==> src/rtl/tile_map_writer.sv <==
// Tile map for tank collision: loads a 20x15 level from the level ROM, clears bricks hit by shells,
// and serves a combinational pixel-coordinate read port. Define STEEL_CRACK_EN to let a hit crack steel into brick.
module tile_map_writer #(
  parameter int MAP_W        = 20,
  parameter int MAP_H        = 15,
  parameter int TILE_SZ_LOG2 = 5
) (
  input  logic       Clk,
  input  logic       Reset_n,
  input  logic       load_start,
  output logic [8:0] rom_addr,
  input  logic [1:0] rom_data,
  input  logic       hit_valid,
  output logic       hit_ready,
  input  logic [9:0] hit_x,
  input  logic [9:0] hit_y,
  input  logic [9:0] rd_x,
  input  logic [9:0] rd_y,
  output logic [1:0] rd_tile,
  output logic       map_ready,
  output logic [8:0] bricks_destroyed
);

  localparam int         N_TILES  = MAP_W * MAP_H;
  localparam logic [8:0] LAST_IDX = 9'(N_TILES);
  localparam logic [8:0] CNT_MAX  = 9'h1FF;

  typedef enum logic [1:0] {S_LOAD, S_IDLE, S_HIT} state_t;

  state_t     state_q, state_d;
  logic [8:0] idx_q, idx_d;
  logic       map_ready_q, map_ready_d;
  logic [8:0] bricks_q, bricks_d;
  logic [8:0] hit_idx_q, hit_idx_d;
  logic       hit_oob_q, hit_oob_d;

  logic [1:0] tile_q [0:N_TILES-1];
  logic [1:0] tile_d [0:N_TILES-1];

  logic       wr_en;
  logic [8:0] wr_idx;
  logic [1:0] wr_data;
  logic [1:0] hit_tile;
  logic [8:0] rd_idx;
  logic       rd_oob;

  // Row stride of 20 tiles built from shifts: ty*16 + ty*4.
  function automatic logic [8:0] tile_index(input logic [9:0] px, input logic [9:0] py);
    logic [8:0] tx;
    logic [8:0] ty;
    tx = 9'(px[9:TILE_SZ_LOG2]);
    ty = 9'(py[9:TILE_SZ_LOG2]);
    return (ty << 4) + (ty << 2) + tx;
  endfunction

  function automatic logic out_of_map(input logic [9:0] px, input logic [9:0] py);
    return (9'(px[9:TILE_SZ_LOG2]) >= 9'(MAP_W)) || (9'(py[9:TILE_SZ_LOG2]) >= 9'(MAP_H));
  endfunction

  assign hit_tile = tile_q[hit_idx_q];

  always_comb begin
    state_d     = state_q;
    idx_d       = idx_q;
    map_ready_d = map_ready_q;
    bricks_d    = bricks_q;
    hit_idx_d   = hit_idx_q;
    hit_oob_d   = hit_oob_q;
    hit_ready   = 1'b0;
    wr_en       = 1'b0;
    wr_idx      = idx_q - 9'd1;
    wr_data     = rom_data;
    case (state_q)
      S_LOAD: begin
        // ROM data lags the address by one cycle, so each cycle writes the previous index.
        wr_en = (idx_q != 9'd0);
        if (idx_q == LAST_IDX) begin
          state_d     = S_IDLE;
          map_ready_d = 1'b1;
        end else begin
          idx_d = idx_q + 9'd1;
        end
      end
      S_IDLE: begin
        hit_ready = !load_start;
        if (load_start) begin
          state_d     = S_LOAD;
          map_ready_d = 1'b0;
          bricks_d    = '0;
          idx_d       = '0;
        end else if (hit_valid) begin
          hit_idx_d = tile_index(hit_x, hit_y);
          hit_oob_d = out_of_map(hit_x, hit_y);
          state_d   = S_HIT;
        end
      end
      S_HIT: begin
        state_d = S_IDLE;
        wr_idx  = hit_idx_q;
        if (!hit_oob_q) begin
          case (hit_tile)
            2'd1: begin
              wr_en   = 1'b1;
              wr_data = 2'd0;
              if (bricks_q != CNT_MAX) bricks_d = bricks_q + 9'd1;
            end
`ifdef STEEL_CRACK_EN
            2'd2: begin
              wr_en   = 1'b1;
              wr_data = 2'd1;
            end
`endif
            default: ;
          endcase
        end
      end
      default: state_d = S_LOAD;
    endcase
  end

  genvar gi;
  generate
    for (gi = 0; gi < N_TILES; gi++) begin : g_tile
      assign tile_d[gi] = (wr_en && (wr_idx == 9'(gi))) ? wr_data : tile_q[gi];
    end
  endgenerate

  always_ff @(posedge Clk or negedge Reset_n) begin
    if (!Reset_n) begin
      state_q     <= S_LOAD;
      idx_q       <= '0;
      map_ready_q <= 1'b0;
      bricks_q    <= '0;
      hit_idx_q   <= '0;
      hit_oob_q   <= 1'b0;
      for (int i = 0; i < N_TILES; i++) tile_q[i] <= 2'd0;
    end else begin
      state_q     <= state_d;
      idx_q       <= idx_d;
      map_ready_q <= map_ready_d;
      bricks_q    <= bricks_d;
      hit_idx_q   <= hit_idx_d;
      hit_oob_q   <= hit_oob_d;
      tile_q      <= tile_d;
    end
  end

  // Unloaded map and off-screen coordinates read as steel so tanks cannot move there.
  assign rd_idx  = tile_index(rd_x, rd_y);
  assign rd_oob  = out_of_map(rd_x, rd_y);
  assign rd_tile = (!map_ready_q || rd_oob) ? 2'd2 : tile_q[rd_idx];

  assign rom_addr         = idx_q;
  assign map_ready        = map_ready_q;
  assign bricks_destroyed = bricks_q;

endmodule
==> config.mk <==
export PLATFORM = sky130hd
export DESIGN_NAME = tile_map_writer
export DESIGN_NICKNAME = d
export VERILOG_FILES = /design/src/rtl/tile_map_writer.sv
export SDC_FILE = /design/constraint.sdc
export NUM_CORES = 1
export LEC_CHECK = 0
export ABC_AREA = 0
export CAP_MARGIN = 20
export CORE_UTILIZATION = 35
export CTS_CLUSTER_DIAMETER = 120
export CTS_CLUSTER_SIZE = 24
export DETAILED_ROUTE_END_ITERATION = 6
export REMOVE_ABC_BUFFERS = 1
export SYNTH_ARGS = -nofsm -noshare
export SYNTH_HDL_FRONTEND = slang
export SYNTH_SLANG_ARGS = --single-unit
==> constraint.sdc <==
create_clock -name Clk -period 5.35 [get_ports Clk]
set_input_delay 1.07 -clock Clk [delete_from_list [all_inputs] [get_ports Clk]]
set_output_delay 1.07 -clock Clk [all_outputs]
set_load 0.02 [all_outputs]
==> results by stage, run 1 <==
Critical path:
- Across all register-to-register paths, the minimum setup slack is 360 ps.
- The kind of end point of the critical path is an output pin.
- The critical path data required time is 4280 ps.
- The endpoint identified for the worst register-to-register timing path is tile_q[112].
- At the worst endpoint, the arrival time is 4170 ps.
- The critical path contains buffers and inverters numbering 3 combined.
- Traced cell by cell, the critical path runs through dlygate4sd2_1 > fa_1 > fa_2 > xor2_4 > buf_12 > mux4_2 > mux2_2 > nand2_2 > o21ai_4 > a211o_1 > buf_4.
- Measured in cells, the most critical reg-to-reg path has a length of 12.
- In this run the critical register-to-register path is launched from hit_idx_q[2].
- The cell family contributing the most delay on the critical path is adder cells.
- STA classifies the critical path startpoint as an input pin.
- The path type of the worst setup path is input pin to output pin.
- In this design, the stage delay of the slowest critical-path cell is 540 ps.
- For this design, the slowest cell found on the critical path is sky130_fd_sc_hd__fa_1.
- Of all nets on the critical path, the largest fanout is 8.

Power:
- The share of total power dissipated in sequential elements is 43.5%.
- The maximum VDD drop is 0.0002374 V.
- In this run, the clock network consumes 16.3% of the power.
- The power per unit of standard cell area is 403.3 mW/mm^2.
- The switching power of the nets is 6.259 mW.
- Of the total power, combinational logic draws 40.2%.
- Summed over all cells, the static leakage comes to 15.52 nW.
- The net switching share of the total power is 38.06%.
- Cell internal power was estimated by the tool at 10.19 mW.

Timing:
- The transition time at the pin with the least slew margin is 1249 ps.
- Setup violations remaining at the end of the flow were counted as 0.
- The number of hold-slack violations in the final timing report was 0.
- The worst max-slew margin expressed relative to the limit is 16.42%.
- Setup repair after global routing left no endpoint under its margin.
- The post-route setup TNS is 0 ps.
- The count of pins over their slew limit is 0.
- The setup clock skew after layout is 25.81 ps.
- The worst path needs 5240 ps of the cycle, external delays included.
- Dividing the final minimum period by the clock period gives 97.95%.
- The peak clock frequency supported by timing is 190.8 MHz.

Final layout:
- The final cell count without fillers is 4249.
- Counting the fill cells in the layout gives 9817.
- The number of nets in the layout is 2938.
- Compared with the post-synthesis result, the final layout area differs by 11.47%.
- Cells with a size suffix above 1 make up 36.10% of the layout.

Floorplan:
- The horizontal die dimension is 325.3 um.
- The starting density of the core is 35.30%.
- The row count is 118.
- The die area is 0.1058 mm^2.
- The area of the core region is 0.1036 mm^2.
- Measured along the y axis, the die boundary spans 325.3 um.
- The count of pins on the block boundary is 68.

Drt:
- The pre-antenna-repair detailed-routing pass consisted of 6 iterations.
- The via count is 26080.
- Dividing the detail-routed via count by the number of cells gives 6.138.
- For this block, the routed nets add up to 118600 um of wire.
- Dividing the detail-routed wire length by the instance count gives 27.92 um.
- The first-iteration detailed-routing DRC count is 2621.
- The remaining routing DRC violations is 0.
- The residual antenna-violating net count after detailed routing is 0.

Place:
- Input and output buffers added on the ports amount to 47.
- The cell count after placement is 4196.
- Routability-driven placement finished with a final weighted congestion of 0.9379.
- Detailed placement finished with a half-perimeter wire length of 83240 um.

Global routing:
- Entering global routing, the biggest net connects 108 pins.
- The number of antenna violations at the first check in global routing is 2.
- The first global-routing pass estimated 177800 um of wire.
- The number of global-route vias before repair was 26110.
- The leftover overflow at the end of global routing is 0.
- The overall fraction of global-route tracks in use is 22.18%.

CTS:
- The clock edge transition at the registers on the reported setup and hold paths is 100 ps.
- The clock passes through at most 3 buffers.
- The hold buffer count at CTS is 0.
- The sink count of the clock tree is 631.
- The total clock buffers created by CTS is 30.
- The clock root buffer is sky130_fd_sc_hd__clkbuf_16.
- TritonCTS built the clock tree.
- At the later pin of the worst-skew pair, clock insertion delay measures 650 ps.
- In this run the number of H-tree levels came out at 1.

Synthesis:
- Yosys mapped a number of flops with a built-in enable equal to 0.
- The total of warnings raised by yosys is 0.
- The largest total area in the synthesized netlist belongs to sky130_fd_sc_hd__dfrtp_1.
- The commonest cells after synthesis are 631 x sky130_fd_sc_hd__dfrtp_1, 472 x sky130_fd_sc_hd__mux2_2, 271 x sky130_fd_sc_hd__mux4_2.
- The average cell area after synthesis is 12.90 um^2.
- Synthesis produced 2836 cells.
- The number of synthesized register bits is 631.
- Ranked by total cell area, the synthesized netlist is headed by sky130_fd_sc_hd__dfrtp_1 43%, sky130_fd_sc_hd__mux4_2 17%, sky130_fd_sc_hd__mux2_2 15%.
- The cell area after technology mapping is 0.03658 mm^2.
- The number of distinct standard cells referenced by the synthesized netlist is 80.
- The most instantiated library cell after synthesis is sky130_fd_sc_hd__dfrtp_1.
- The area share of the leading cell type in the synthesized netlist is 43.16%.
- The register area share after synthesis is 43.16%.
- The prevailing post-synth register cell is sky130_fd_sc_hd__dfrtp_1.
- The share of flip-flops with an asynchronous set or reset after synthesis is 100.0%.

Run:
- Across the run, the number of max-cap violations was 0.

Status:
- The flow ran to the end, and the final reports show no timing, DRC or antenna violations.

Hold path:
- In this run the worst hold path is classified as input pin to async pin.
## placed cells by master (no fill, tap or decap), drive strengths merged, types with 5 or more instances in the layout
cell type      Yosys  routed
nor2b             30      30
buf              151     218
a31oi             11      11
a31o               5       5
mux4             271     271
o21ai             35      35
nand3            159     159
nor3              26      26
xor2              11      11
mux2i             52      52
nor4               5       5
nand2b            17      17
nand3b             9       9
o211ai            52      52
dfrtp            631     631
o221ai             8       8
nand2            125     125
nor3b             29      29
clkdlybuf4s50      0      36
and3b              5       5
and3              10      10
or2                5       5
o32ai             21      21
xnor2             10      10
o22ai             15      15
inv               42      43
nand4            115     115
ha                23      23
a211oi             6       6
a21oi             21      21
and2               6       6
clkbuf           113      34
nor2             117     117
mux2             613     613
a22oi             21      21
## how the worst max path moves through the flow
stage | from | endpoint | slack, ps | cells after the start
after floorplan | hit_idx_q[0] | tile_q[169] | -10310 | 8
after global placement | rd_y[5] | rd_tile[1] | -760 | 11
after detailed placement | rd_y[5] | rd_tile[1] | -730 | 11
after CTS | rd_x[7] | rd_tile[1] | 20 | 10
after global routing | rd_y[5] | rd_tile[1] | 10 | 11
final | rd_y[5] | rd_tile[1] | 110 | 11
## sequential cells by signal, summed over array words and instances, names as in the netlist
signal            cells
state_q               2
tile_q              600
hit_oob_q             1
bricks_destroyed      9
rom_addr              9
map_ready             1
hit_idx_q             9
## layer usage
layer	vias up	part of all wire, %	GRT usage [%]
met5	-	0	0
met4	0	3.3	6.829
met3	192	8.6	4.647
met2	1088	46	34.68
met1	13870	42	30.81
li1	10930	-	-
## logic make-up (layout without fill, tap and decap cells)
family,count (synthesis),after routing,share of synthesized area [%]
AOI/OAI and AO/OA,245,245,4.925
muxes,936,936,36.97
xor gates and xnor gates,21,21,0.5027
other,0,2,0
buffers and inverters,306,337,3.978
DFF,631,631,43.16
adders and majority gates,27,27,1.006
and+or+nand+nor,670,670,9.453
## power groups by stage
| stage | clock, mW | combinational [mW] | sequential (mW) |
|---|---|---|---|
| 2_1_floorplan | 0 | 3.97 | 6.87 |
| 3_3_place_gp | 0 | 6.36 | 7.14 |
| 3_5_place_dp | 0 | 6.42 | 7.18 |
| 4_1_cts | 2.73 | 6.47 | 7.10 |
| 5_1_grt | 2.88 | 6.93 | 7.31 |
| 6_report | 2.68 | 6.61 | 7.15 |
## through the flow
step | worst slack [ps] | power (mW) | cell area [um^2] | hold slack [ps] | utilization, %
2_1_floorplan | -10310 | 10.84 | 35290 | 472.4 | -
3_3_place_gp | -761.2 | 13.50 | 39700 | 487.4 | 38.31
3_5_place_dp | -734.9 | 13.61 | 39710 | 498.8 | 38.32
4_1_cts | 22.92 | 16.30 | 40630 | 420.8 | 39.20
5_1_grt | 14.18 | 17.12 | 40770 | 436.0 | 39.34
6_report | 109.7 | 16.45 | 40780 | 409.9 | 39.35
## worst reg2reg max path, stage by stage, from the launching register on
cell                      delay (ps)
sky130_fd_sc_hd__dfrtp_1         690
sky130_fd_sc_hd__buf_4           330
sky130_fd_sc_hd__nor2_1          940
sky130_fd_sc_hd__o21ai_0         330
sky130_fd_sc_hd__a31oi_1         230
sky130_fd_sc_hd__or4_1           120
sky130_fd_sc_hd__nand4_1         230
sky130_fd_sc_hd__nand3_2         270
sky130_fd_sc_hd__a22oi_1         170
sky130_fd_sc_hd__buf_4           240
sky130_fd_sc_hd__nor2b_4         750
sky130_fd_sc_hd__buf_4           410
sky130_fd_sc_hd__mux2_2          210
## timing repair
item	CTS	global route
resized for setup	20	9
pin swaps	4	4
cloned	0	1
setup endpoints to repair	2	2
setup buffers	8	8
## layout make-up
class,instances,area (um^2),share of cell area (%)
clock buffers,33,793.3,1.945
multi-input cells,1899,19490,47.79
clock inverters,1,16.27,0.03989
repair buffers,261,2791,6.845
well taps,1380,1727,4.234
inverters,42,157.7,0.3866
diodes,2,5.005,0.01227
flip-flops and latches,631,15800,38.74
Note: power is estimated with default switching activity, not from simulation.
==> run 2, diff against run 1 <==
SLEW_MARGIN = 25   (was unset)
clock period = 6.15 ns   (was 5.35 ns; I/O delays follow)
==> results by stage, run 2 (synthesis gave the netlist of run 1 again) <==
Status:
- The flow ran to the end, but the final reports show violations.
- The final reports fail on DRC.

Final layout:
- The most common cell after layout, fill and taps aside is sky130_fd_sc_hd__dfrtp_1.
- From synthesis to final layout, the design area changed by 9.234%.
- The number of filler cells placed in the layout is 9953 (+1.4%).
- The number of nets in the layout is 2871 (-2.3%).
- The area taken by flip-flops and latches is 0.01580 mm^2 (about the same).
- The combined area of the multi-input logic cells is 0.01944 mm^2 (-0.25%).
- The ratio of cells with drive above 1 in the final layout was 34.51% (-1.6 points).
- In the layout the commonest cells are 627 x sky130_fd_sc_hd__dfrtp_1, 472 x sky130_fd_sc_hd__mux2_2, 271 x sky130_fd_sc_hd__mux4_2.
- Ranked by flip-flop count, first place goes to tile_q.
- The number of flip-flops under the largest register name is 600 (unchanged).

Drt:
- The remaining routing DRC violations is 1 (+1).
- The total length of routed wires is 117900 um (-0.61%).
- The first-iteration detailed-routing DRC count is 2775 (+5.9%).
- The routed length per placed instance is 28.20 um (+1.0%).
- The number of detailed-routing iterations run before antenna repair is 7 (+1).
- The via count is 25900 (-0.70%).
- The mean number of vias per cell is 6.195 (+0.92%).
- The residual antenna-violating net count after detailed routing was 0 (unchanged).

Timing:
- The peak clock frequency supported by timing is 165.0 MHz.
- The worst path uses 98.52% of the clock period.
- The transition time at the pin with the least slew margin is 1237 ps (-12.49 ps).
- The setup clock skew after layout is 27.86 ps (+2.046 ps).
- The number of hold-slack violations in the final timing report is 0 (unchanged).
- The worst max-slew margin expressed relative to the limit is 17.25% (+0.84 points).
- The count of pins over their slew limit came to 0 (unchanged).
- The worst setup margin was 90.75 ps (-18.98 ps).
- The post-route setup TNS is 0 ps (unchanged).
- Setup repair after global routing left no endpoint under its margin.
- The total setup violations reported at the end of the flow was 0 (unchanged).
- The post-route minimum period is 6059 ps.

Critical path:
- The internal reg-to-reg setup slack is 570 ps (+210 ps).
- The length in cells of the worst reg-to-reg path is 12 (unchanged).
- The critical path data required time was 4920 ps (+640 ps).
- The critical path ends at rd_tile[1].
- In this run the critical register-to-register path is captured at tile_q[151].
- The nature of the critical path startpoint is an input pin.
- The data arrival time at the worst-slack endpoint was 4830 ps (+660 ps).
- The startpoint of the worst register-to-register path is hit_idx_q[1].
- The path type of the worst setup path is input pin to output pin.
- The maximum fanout count along the critical path was 9 (+1).
- The most critical setup path has its startpoint at rd_x[9].
- The worst setup path is captured at an output pin.

CTS:
- TritonCTS built the clock tree.
- The sink count of the clock tree is 631 (unchanged).
- The depth of the CTS H-tree is 1 (unchanged).
- The clock root buffer is sky130_fd_sc_hd__clkbuf_16.
- The hold buffer count at CTS is 0 (unchanged).
- The total clock buffers created by CTS is 30 (unchanged).
- The clock edge transition at the registers on the reported setup and hold paths is 90 ps (about the same).
- The number of buffers on the longest clock path came to 3 (unchanged).
- The clock latency at the later pin of the worst-skew pair was 670 ps (+20 ps).

Global routing:
- The global-route wire length before repair was 177200 um (-0.36%).
- The number of global-route vias before repair came to 25670 (-1.7%).
- The leftover overflow at the end of global routing is 0 (unchanged).
- The maximum number of pins on one net before global-route repair was 205 (+90%).
- The overall fraction of global-route tracks in use is 22.05% (-0.13 points).
- The number of antenna violations at the first check in global routing came to 3 (+1).

Place:
- The final weighted congestion in routability-driven placement came to 0.9030 (-3.7%).
- The HPWL after detailed placement came to 79060 um (-5.0%).
- The setup slack at placement is -211.4 ps (+523.5 ps).
- The port buffer count is 47 (unchanged).

Power:
- The cell internal power dissipation came to 8.714 mW (-14%).
- The static leakage is 15.06 nW (-3.0%).
- The share of power burned in combinational logic is 39.7% (-0.5 points).
- The power share of the clock group is 16.4% (about the same).
- The net switching share of the total power is 38.49% (+0.43 points).
- The switching power of the nets was 5.453 mW (-13%).
- The maximum VDD drop is 0.0002441 V (+2.9%).
- The power per unit of standard cell area is 354.5 mW/mm^2 (-12%).
- The share of total power in sequential cells is 43.9% (+0.4 points).

Floorplan:
- The die area is 0.1058 mm^2 (unchanged).
- The horizontal die dimension came to 325.3 um (unchanged).
- The die extent in y was 325.3 um (unchanged).
- The area of the core region is 0.1036 mm^2 (unchanged).
- The starting density of the core came to 35.30% (unchanged).
- The count of pins on the block boundary is 68 (unchanged).
- The row count is 118 (unchanged).

Run:
- The number of max-cap violations is 0 (unchanged).

Hold path:
- The worst hold path belongs to the class flip-flop to flip-flop.
==> run 2: cell count changes in the layout (fill, tap and decap cells not counted), sizes merged <==
cell,change
clkdlybuf4s50,+5
dlygate4sd2,-1
clkbuf,-3
dlymetal6s2s,-2
clkinv,+2
buf,-68
inv,-1
==> run 2: critical path: stages <==
cell and delay (ps):
sky130_fd_sc_hd__clkdlybuf4s50_1 460, sky130_fd_sc_hd__fa_1 540, sky130_fd_sc_hd__fa_2 390, sky130_fd_sc_hd__xor2_2 200
sky130_fd_sc_hd__buf_12 190, sky130_fd_sc_hd__mux4_2 500, sky130_fd_sc_hd__mux2_2 290, sky130_fd_sc_hd__nand2_1 70
sky130_fd_sc_hd__o21ai_0 200, sky130_fd_sc_hd__a211o_1 410, sky130_fd_sc_hd__dlygate4sd2_1 330
==> run 2: final cells by class <==
cell class,instances,share of cell area [%]
flip-flops and latches,631,39.54
inverters,42,0.3945
clock buffers,31,1.941
diodes,2,0.01252
well taps,1380,4.321
clock inverters,2,0.06262
multi-input cells,1899,48.65
repair buffers,194,5.082
==> run 2: through the flow <==
step	area (um^2)	cells	power, mW	util [%]	hold WS (ps)
after global routing	39960	4179	14.75	38.55	526.6
after global placement	39050	4138	11.62	37.68	489.4
final	39960	4181	14.17	38.56	506.5
after detailed placement	39080	4139	11.76	37.71	496.3
after floorplan	35290	2572	9.430	-	472.4
after CTS	39880	4172	14.07	38.48	509.8
==> run 2: what timing repair did <==
item / CTS / global route
setup endpoints to repair: 2 / 2
gates resized for setup: 2 / 2
endpoints found under the hold margin: 0 / 0
pin swaps: 1 / 3
setup buffers: 0 / 7
==> run 2: worst min-delay path by stage <==
| stage | cells past startpoint | startpoint | to |
|---|---|---|---|
| 6_report | 1 | bricks_destroyed[6] | bricks_destroyed[6] |
| 5_1_grt | 1 | bricks_destroyed[7] | bricks_destroyed[7] |
| 4_1_cts | 1 | bricks_destroyed[6] | bricks_destroyed[6] |
| 3_5_place_dp | 1 | bricks_destroyed[6] | bricks_destroyed[6] |
| 3_3_place_gp | 1 | tile_q[131] | tile_q[131] |
| 2_1_floorplan | 1 | tile_q[107] | tile_q[107] |
==> run 2: power by group through the flow <==
stage / registers (mW) / logic (mW) / clock network [mW]
after global placement: 6.21 / 5.40 / 0
after CTS: 6.19 / 5.51 / 2.37
after detailed placement: 6.27 / 5.50 / 0
final: 6.23 / 5.62 / 2.32
after floorplan: 5.98 / 3.45 / 0
after global routing: 6.36 / 5.87 / 2.51
==> run 2: metal layers <==
metal,global-route usage (%),up-vias,part of all wire (%)
li1,-,10790,-
met1,30.90,13810,42
met2,34.01,1119,46
met3,5.086,181,9.2
met4,6.337,4,3.1
met5,0,-,0.023
